===== src/rtl/sa_job_sequencer.sv =====
// Run-control sequencer for the 4x4 systolic-array matmul subsystem: fetches one K per job,
// clears the array, streams K columns, waits out the pipeline drain, then commits 16 results.
//
// state  | meaning
// -------+-----------------------------------------------------------
// IDLE   | waiting for ap_start after reset
// FETCH  | instruction read strobe for job_idx
// DECODE | instruction word arrives; K==0 terminates the run
// CLEAR  | one-cycle clear of accumulators and A/B read counters
// STREAM | one A/B column read per cycle, K cycles
// DRAIN  | quiet cycles while the array skew flushes
// WRITE  | commit 16 results at base job_idx*16
// DONE   | ap_done held until the next ap_start
module sa_job_sequencer #(
   parameter int K_W          = 4,
   parameter int JOB_W        = 3,
   parameter int ARRAY_N      = 4,
   parameter int DRAIN_CYCLES = 7,
   parameter int OUT_W        = JOB_W + $clog2(ARRAY_N * ARRAY_N)
) (
   input  logic             clk_i,
   input  logic             rst_i,
   input  logic             ap_start_i,
   output logic             ap_done_o,
   output logic             busy_o,
   output logic             instr_rd_o,
   output logic [JOB_W-1:0] instr_addr_o,
   input  logic [K_W-1:0]   instr_data_i,
   output logic             sa_clr_o,
   output logic             rd_en_o,
   output logic             out_wr_o,
   output logic [OUT_W-1:0] out_base_o,
   output logic [JOB_W-1:0] job_idx_o
);

   localparam int DR_W  = $clog2(DRAIN_CYCLES + 1);
   localparam int CNT_W = (K_W > DR_W) ? K_W : DR_W;
   localparam logic [JOB_W-1:0] LAST_JOB = '1;
   localparam logic [CNT_W-1:0] CNT_ONE  = CNT_W'(1);

   typedef enum logic [2:0] {
      S_IDLE,
      S_FETCH,
      S_DECODE,
      S_CLEAR,
      S_STREAM,
      S_DRAIN,
      S_WRITE,
      S_DONE
   } state_t;

   state_t             state_q, state_d;
   logic [CNT_W-1:0]   cnt_q, cnt_d;
   logic [K_W-1:0]     k_q, k_d;
   logic [JOB_W-1:0]   job_idx_q, job_idx_d;

   logic               ap_done_q, ap_done_d;
   logic               busy_q, busy_d;
   logic               instr_rd_q, instr_rd_d;
   logic               sa_clr_q, sa_clr_d;
   logic               rd_en_q, rd_en_d;
   logic               out_wr_q, out_wr_d;
   logic [OUT_W-1:0]   out_base_q, out_base_d;

   always_ff @(posedge clk_i) begin
      if (rst_i) begin
         state_q   <= S_IDLE;
         cnt_q     <= '0;
         k_q       <= '0;
         job_idx_q <= '0;
      end else begin
         state_q   <= state_d;
         cnt_q     <= cnt_d;
         k_q       <= k_d;
         job_idx_q <= job_idx_d;
      end
   end

   // cnt is a down-counter shared by STREAM (K) and DRAIN; both exit on terminal count 1
   always_comb begin
      state_d   = state_q;
      cnt_d     = cnt_q;
      k_d       = k_q;
      job_idx_d = job_idx_q;
      unique case (state_q)
         S_IDLE, S_DONE: begin
            if (ap_start_i) begin
               state_d   = S_FETCH;
               job_idx_d = '0;
            end
         end
         S_FETCH: begin
            state_d = S_DECODE;
         end
         S_DECODE: begin
            if (instr_data_i == '0) begin
               state_d = S_DONE;
            end else begin
               k_d     = instr_data_i;
               state_d = S_CLEAR;
            end
         end
         S_CLEAR: begin
            cnt_d   = CNT_W'(k_q);
            state_d = S_STREAM;
         end
         S_STREAM: begin
            if (cnt_q == CNT_ONE) begin
               cnt_d   = CNT_W'(DRAIN_CYCLES);
               state_d = S_DRAIN;
            end else begin
               cnt_d = cnt_q - CNT_ONE;
            end
         end
         S_DRAIN: begin
            if (cnt_q == CNT_ONE) begin
               state_d = S_WRITE;
            end else begin
               cnt_d = cnt_q - CNT_ONE;
            end
         end
         S_WRITE: begin
            if (job_idx_q == LAST_JOB) begin
               state_d = S_DONE;
            end else begin
               job_idx_d = job_idx_q + JOB_W'(1);
               state_d   = S_FETCH;
            end
         end
         default: begin
            state_d = S_IDLE;
         end
      endcase
   end

   // Outputs decode the next state so every strobe leaves a flop aligned with its state
   always_comb begin
      busy_d     = !(state_d inside {S_IDLE, S_DONE});
      ap_done_d  = (state_d == S_DONE);
      instr_rd_d = (state_d == S_FETCH);
      sa_clr_d   = (state_d == S_CLEAR);
      rd_en_d    = (state_d == S_STREAM);
      out_wr_d   = (state_d == S_WRITE);
      out_base_d = '0;
      if (state_d == S_WRITE) begin
         out_base_d = OUT_W'(job_idx_d) * OUT_W'(ARRAY_N * ARRAY_N);
      end
   end

   always_ff @(posedge clk_i) begin
      if (rst_i) begin
         ap_done_q  <= 1'b0;
         busy_q     <= 1'b0;
         instr_rd_q <= 1'b0;
         sa_clr_q   <= 1'b0;
         rd_en_q    <= 1'b0;
         out_wr_q   <= 1'b0;
         out_base_q <= '0;
      end else begin
         ap_done_q  <= ap_done_d;
         busy_q     <= busy_d;
         instr_rd_q <= instr_rd_d;
         sa_clr_q   <= sa_clr_d;
         rd_en_q    <= rd_en_d;
         out_wr_q   <= out_wr_d;
         out_base_q <= out_base_d;
      end
   end

   assign ap_done_o    = ap_done_q;
   assign busy_o       = busy_q;
   assign instr_rd_o   = instr_rd_q;
   assign instr_addr_o = job_idx_q;
   assign sa_clr_o     = sa_clr_q;
   assign rd_en_o      = rd_en_q;
   assign out_wr_o     = out_wr_q;
   assign out_base_o   = out_base_q;
   assign job_idx_o    = job_idx_q;

endmodule


===== config.mk =====
export PLATFORM = sky130hd
export DESIGN_NAME = sa_job_sequencer
export DESIGN_NICKNAME = d
export VERILOG_FILES = /design/src/rtl/sa_job_sequencer.sv
export SDC_FILE = /design/constraint.sdc
export NUM_CORES = 1
export LEC_CHECK = 0
export BUFFER_PORTS_ARGS = -buffer_cell sky130_fd_sc_hd__buf_2
export CORE_AREA = 2 2 51 53
export CTS_BUF_LIST = sky130_fd_sc_hd__clkbuf_4 sky130_fd_sc_hd__clkbuf_8 sky130_fd_sc_hd__clkbuf_16
export CTS_CLUSTER_DIAMETER = 150
export DETAILED_ROUTE_END_ITERATION = 10
export DIE_AREA = 0 0 53 55
export PLACE_DENSITY = 0.85
export SYNTH_ARGS = -nofsm -noshare
export SYNTH_HDL_FRONTEND = slang
export SYNTH_SLANG_ARGS = --single-unit

===== constraint.sdc =====
create_clock -name clk_i -period 4.1 [get_ports clk_i]
set_input_delay 0.615 -clock clk_i [delete_from_list [all_inputs] [get_ports clk_i]]
set_output_delay 0.615 -clock clk_i [all_outputs]
set_load 0.02 [all_outputs]

# == After elaboration in Yosys (flattened, before gate mapping) ==
# Cells that the tools add are included.
# op_classes
n_reduce_logical,10
n_bitwise,2
n_mux,12
n_eq_ne,15
multipliers,0
order_cmp,0
div_mod_pow,0
n_addsub,2
shift,0
# op_table
cell,count
3-bit equality test (second input constant),8
3-bit two-way mux,7
3-bit one-hot mux with 7 select lines,1
4-bit one-hot mux with 3 select lines,1
3-bit by 2-bit equality test with 1-bit output (second input constant),3
4-bit two-way mux,2
3-bit by 1-bit equality test with 1-bit output (second input constant),2
3-bit zero test,2
3-bit one-hot mux with 2 select lines,1
4-bit by 1-bit equality test with 1-bit output (second input constant),1
4-bit zero test,1
2-bit AND reduction,2
2-bit OR reduction,2
4-bit by 1-bit subtractor with 4-bit output (second input constant),1
3-bit by 1-bit adder with 3-bit output (second input constant),1
3-bit nonzero test,1
2-bit inequality test (second input constant),1
1-bit inverter,2
2-bit nonzero test,1
1-bit zero test,1
# word_totals
ff_bits,27
word_cells,53
romBits,0
output_inout_bits,19
latchBits,0
inputBits,7
ramBits,0
mem_count,0

# == Longest topological paths before layout ==
# logic_depth
ltp_word,6
mapped_depth,6
mapped_depth_nobuf,6

# == Least setup slack after synthesis ==
# No wires, ideal clock.
# synth_path
kind,input to register
startpoint,in instr_data_i[3]
endpoint,"reg sa_clr_q, in the netlist sa_clr_o"
required_ps,3986
setup_slack_ps,2474
arrival_time_ps,1511
path_buffers,0
stages,4
cell_sequence,or4_4 -> a21oi_2 -> o21a_1 -> nor3_1
# synth_via
elab_chain_cells,4
# synth_lines
element,line_no,source
from (decl),28,"input logic [K_W-1:0] instr_data_i,"
4-bit zero test,96,if (instr_data_i == '0) begin
3-bit two-way mux,96,
3-bit one-hot mux with 7 select lines,85,unique case (state_q)
3-bit by 2-bit equality test with 1-bit output,141,sa_clr_d = (state_d == S_CLEAR);
to (signal assigned),163,sa_clr_q <= sa_clr_d;
to (decl),60,"logic sa_clr_q, sa_clr_d;"
# No other way between the ends.
# A chain may end at the register's enable or synchronous reset.

# == Final worst setup path ==
# layout_path
startpoint,reg state_q[2]
endpoint,reg cnt_q[3]
# layout_via
elab_chain_cells,3
word_cells_on_any_way,7
classes_between,4 x eq/ne; 1 x mux; 2 x reduce/logical
# layout_lines
element,line_no,source
from (decl),52,"state_t state_q, state_d;"
from (signal assigned),72,state_q <= state_d;
3-bit equality test / 3-bit by 2-bit equality test with 1-bit output (equally long branches),85,
2-bit inequality test (no source line) / 3-bit nonzero test (equally long branches),n/a,
2-bit AND reduction (no source line),n/a,
to (signal assigned),73,cnt_q <= cnt_d;
to (decl),53,"logic [CNT_W-1:0] cnt_q, cnt_d;"
# Parallel ways exist; a longest one is shown, timed or not.

==> results.sh <==
export IMPL_outcome="completed"
export IMPL_cap_violations=0
export IMPL_min_path_cells=2
export IMPL_ys_ff_latch=23
export IMPL_wl_per_cell_um=12.9
export IMPL_avgSynthCellArea_um2=8.61
export IMPL_grt_overflow=0
export IMPL_seq_area_frac_synth_pct=37.4
export IMPL_r2r_end="cnt_q[3]"
export IMPL_hold_class="register to register"
export IMPL_ioPinCount=26
export IMPL_cts_htree_levels=1
export IMPL_fp_dieW_um=53
export IMPL_synthTopCellsByArea="dfxtp_1 (37%), buf_4 (5.5%), nor2_1 (5.5%), a21oi_1 (4.5%), ha_1 (3.0%)"
export IMPL_detail_route_first_pass_iterations=4
export IMPL_min_period_ns=2.12
export IMPL_drive_above_1_share_pct=23.1
export IMPL_grt_max_degree=23
export IMPL_cts_setup_buffers=0
export IMPL_cts_tree="done"
export IMPL_gp_congestion=0.882
export IMPL_drc_errors=0
export IMPL_rsz0062_at_grt="no"
export IMPL_clk_latency_ns=0.31
export IMPL_period_share_pct=51.8
export IMPL_final_nets=167
export IMPL_slew_viol_final=0
export IMPL_power_density_nw_per_um2=328
export IMPL_dp_slack_ns=2.05
export IMPL_core_area_um2=2360
export IMPL_synth_top_area_share_pct=37.4
export IMPL_cts_buffers=3
export IMPL_r2r_slack_ns=1.98
export IMPL_grt_use_total_pct=17.9
export IMPL_vias=1065
export IMPL_clockBufferDepth=2
export IMPL_synth_most_common_cell="dfxtp_1"
export IMPL_fmax_mhz=471
export IMPL_clockRootBuffer="clkbuf_4"
export IMPL_ys_warn_count=0
export IMPL_postRouteAntennaNets=0
export IMPL_tns_ns=0
export IMPL_cp_arrival_ns=2.33
export IMPL_ff2ff_path_depth=4
export IMPL_hpwlAfterDp_um=1800
export IMPL_required_ns=4.30
export IMPL_fillCellCount=232
export IMPL_grt_pass1_vias=910
export IMPL_fin_ws_ns=1.98
export IMPL_min_to="cnt_q[1]"
export IMPL_io_buffers=21
export IMPL_yosys_top_cells_count="dfxtp_1 (23), nor2_1 (18), a21oi_1 (11)"
export IMPL_syn_area_um2=1230
export IMPL_fin_skew_ns=0.0103
export IMPL_die_area_um2=2920
export IMPL_start_util_pct=52.1
export IMPL_critPathLaunchType="register"
export IMPL_synth_ff_type="dfxtp_1"
export IMPL_postCtsHoldBufs=0
export IMPL_holdCritStartpoint="cnt_q[1]"
export IMPL_area_delta_synth_final_pct=5.89
export IMPL_antenna_found_initial=0
export IMPL_post_cts_resized=0
export IMPL_relSlewSlack_pct=55.6
export IMPL_yosysTopAreaCell="dfxtp_1"
export IMPL_cts_clk_slew_worst_paths_ns=0.13
export IMPL_dpl_cell_count=182
export IMPL_async_flop_share_pct=0
export IMPL_hold_violations=0
export IMPL_antenna_cells=0
export IMPL_rows=18
export IMPL_path_class="register to register"
export IMPL_end_kind="register"
export IMPL_grt_pass1_wl_um=3860
export IMPL_detail_route_wirelength_um=2410
export IMPL_setup_violations=0
export IMPL_p_total_w=0.000427
export IMPL_r2r_start="state_q[2]"
export IMPL_synthCells=143
export IMPL_tightest_slew_ns=0.665
export IMPL_drt_iter0_drc=17
export IMPL_vdd_drop_max_v=0.000216
export IMPL_synth_edf_count=0
export IMPL_drt_vias_per_instance=5.73
export IMPL_finalNonFillerCells=186
export IMPL_path_max_fanout=22
export IMPL_synth_cell_types=47
export IMPL_clock_sinks=23
export IMPL_die_height_um=55
export IMPL_power_leakage_nw=0.532
## per-stage QoR
stage | hold slack [ns] | instance area [um^2] | utilization (%)
2_1_floorplan | 0.445 | 1240 | -
3_3_place_gp | 0.460 | 1270 | 53.9
3_5_place_dp | 0.473 | 1270 | 53.9
4_1_cts | 0.489 | 1300 | 55.1
5_1_grt | 0.515 | 1300 | 55.1
6_report | 0.481 | 1300 | 55.1
## kinds of logic (layout without fill, tap and decap cells)
kind of cell,count (synthesis),after routing,share of synthesized area (%)
fa+ha+maj,3,3,3.05
compound gates,41,41,24.4
simple gates,50,50,22.3
flops,23,23,37.4
mux,1,1,0.813
buf+inv,24,34,11.8
other cells,1,4,0.305
## final cells by class
type                    instances  area, um^2  share of cell area (%)
inverters                       9        33.8                    2.59
clock buffers                   4        30.0                    2.30
repair buffers                 21         105                    8.06
flip-flops and latches         23         460                    35.3
well taps                      30        37.5                    2.88
multi-input cells              99         637                    48.8
## layout by cell type (no fill, tap or decap), types with 2 or more instances in the layout
cell and instances:
dfxtp_1 23, buf_2 21, nor2_1 18, a21oi_1 11
inv_1 9, nand2_1 7, nand3_1 5, nor3_1 5
a22oi_1 4, conb_1 4, clkbuf_4 4, o21ai_1 3
o21ai_0 3, ha_1 3, and4_1 2, a31oi_1 2
nand2b_1 2, a211o_1 2, o211ai_1 2, o221ai_1 2
## flip-flops by register name, summed over array words and instances (netlist names)
signal        count
state_q           3
out_wr_o          1
rd_en_o           1
cnt_q             4
instr_rd_o        1
ap_done_o         1
sa_clr_o          1
busy_o            1
out_base_o        3
instr_addr_o      3
k_q               4
## critical path, cell delays in order (launching register included)
cell,delay (ns)
dfxtp_1,0.77
nor2b_1,0.63
o2bb2ai_2,0.24
o21ai_1,0.12
a32o_1,0.26
## routing by layer
layer / wire (um) / up-vias / track usage, %
met5: 0 / - / 0
met4: 13 / 0 / 6.84
li1: - / 521 / -
met1: 1070 / 513 / 21.3
met2: 1230 / 29 / 32.9
met3: 95 / 2 / 2.42
## worst max-delay path by stage
stage                    start  endpoint  slack [ns]  cells past startpoint
2_1_floorplan  instr_data_i[3]  sa_clr_o        2.47                      4
3_3_place_gp        state_q[2]  cnt_q[3]        2.16                      4
3_5_place_dp        state_q[2]  cnt_q[3]        2.05                      4
4_1_cts             state_q[2]  cnt_q[3]        2.02                      4
5_1_grt             state_q[2]  cnt_q[3]        1.84                      4
6_report            state_q[2]  cnt_q[3]        1.98                      4
## report_power, final
group | switching (W) | internal, W
clock network | 0.0000645 | 0.0000445
registers | 0.0000158 | 0.000233
logic | 0.0000416 | 0.0000280
total | 0.000122 | 0.000306
(Power assumes the default switching activity.)
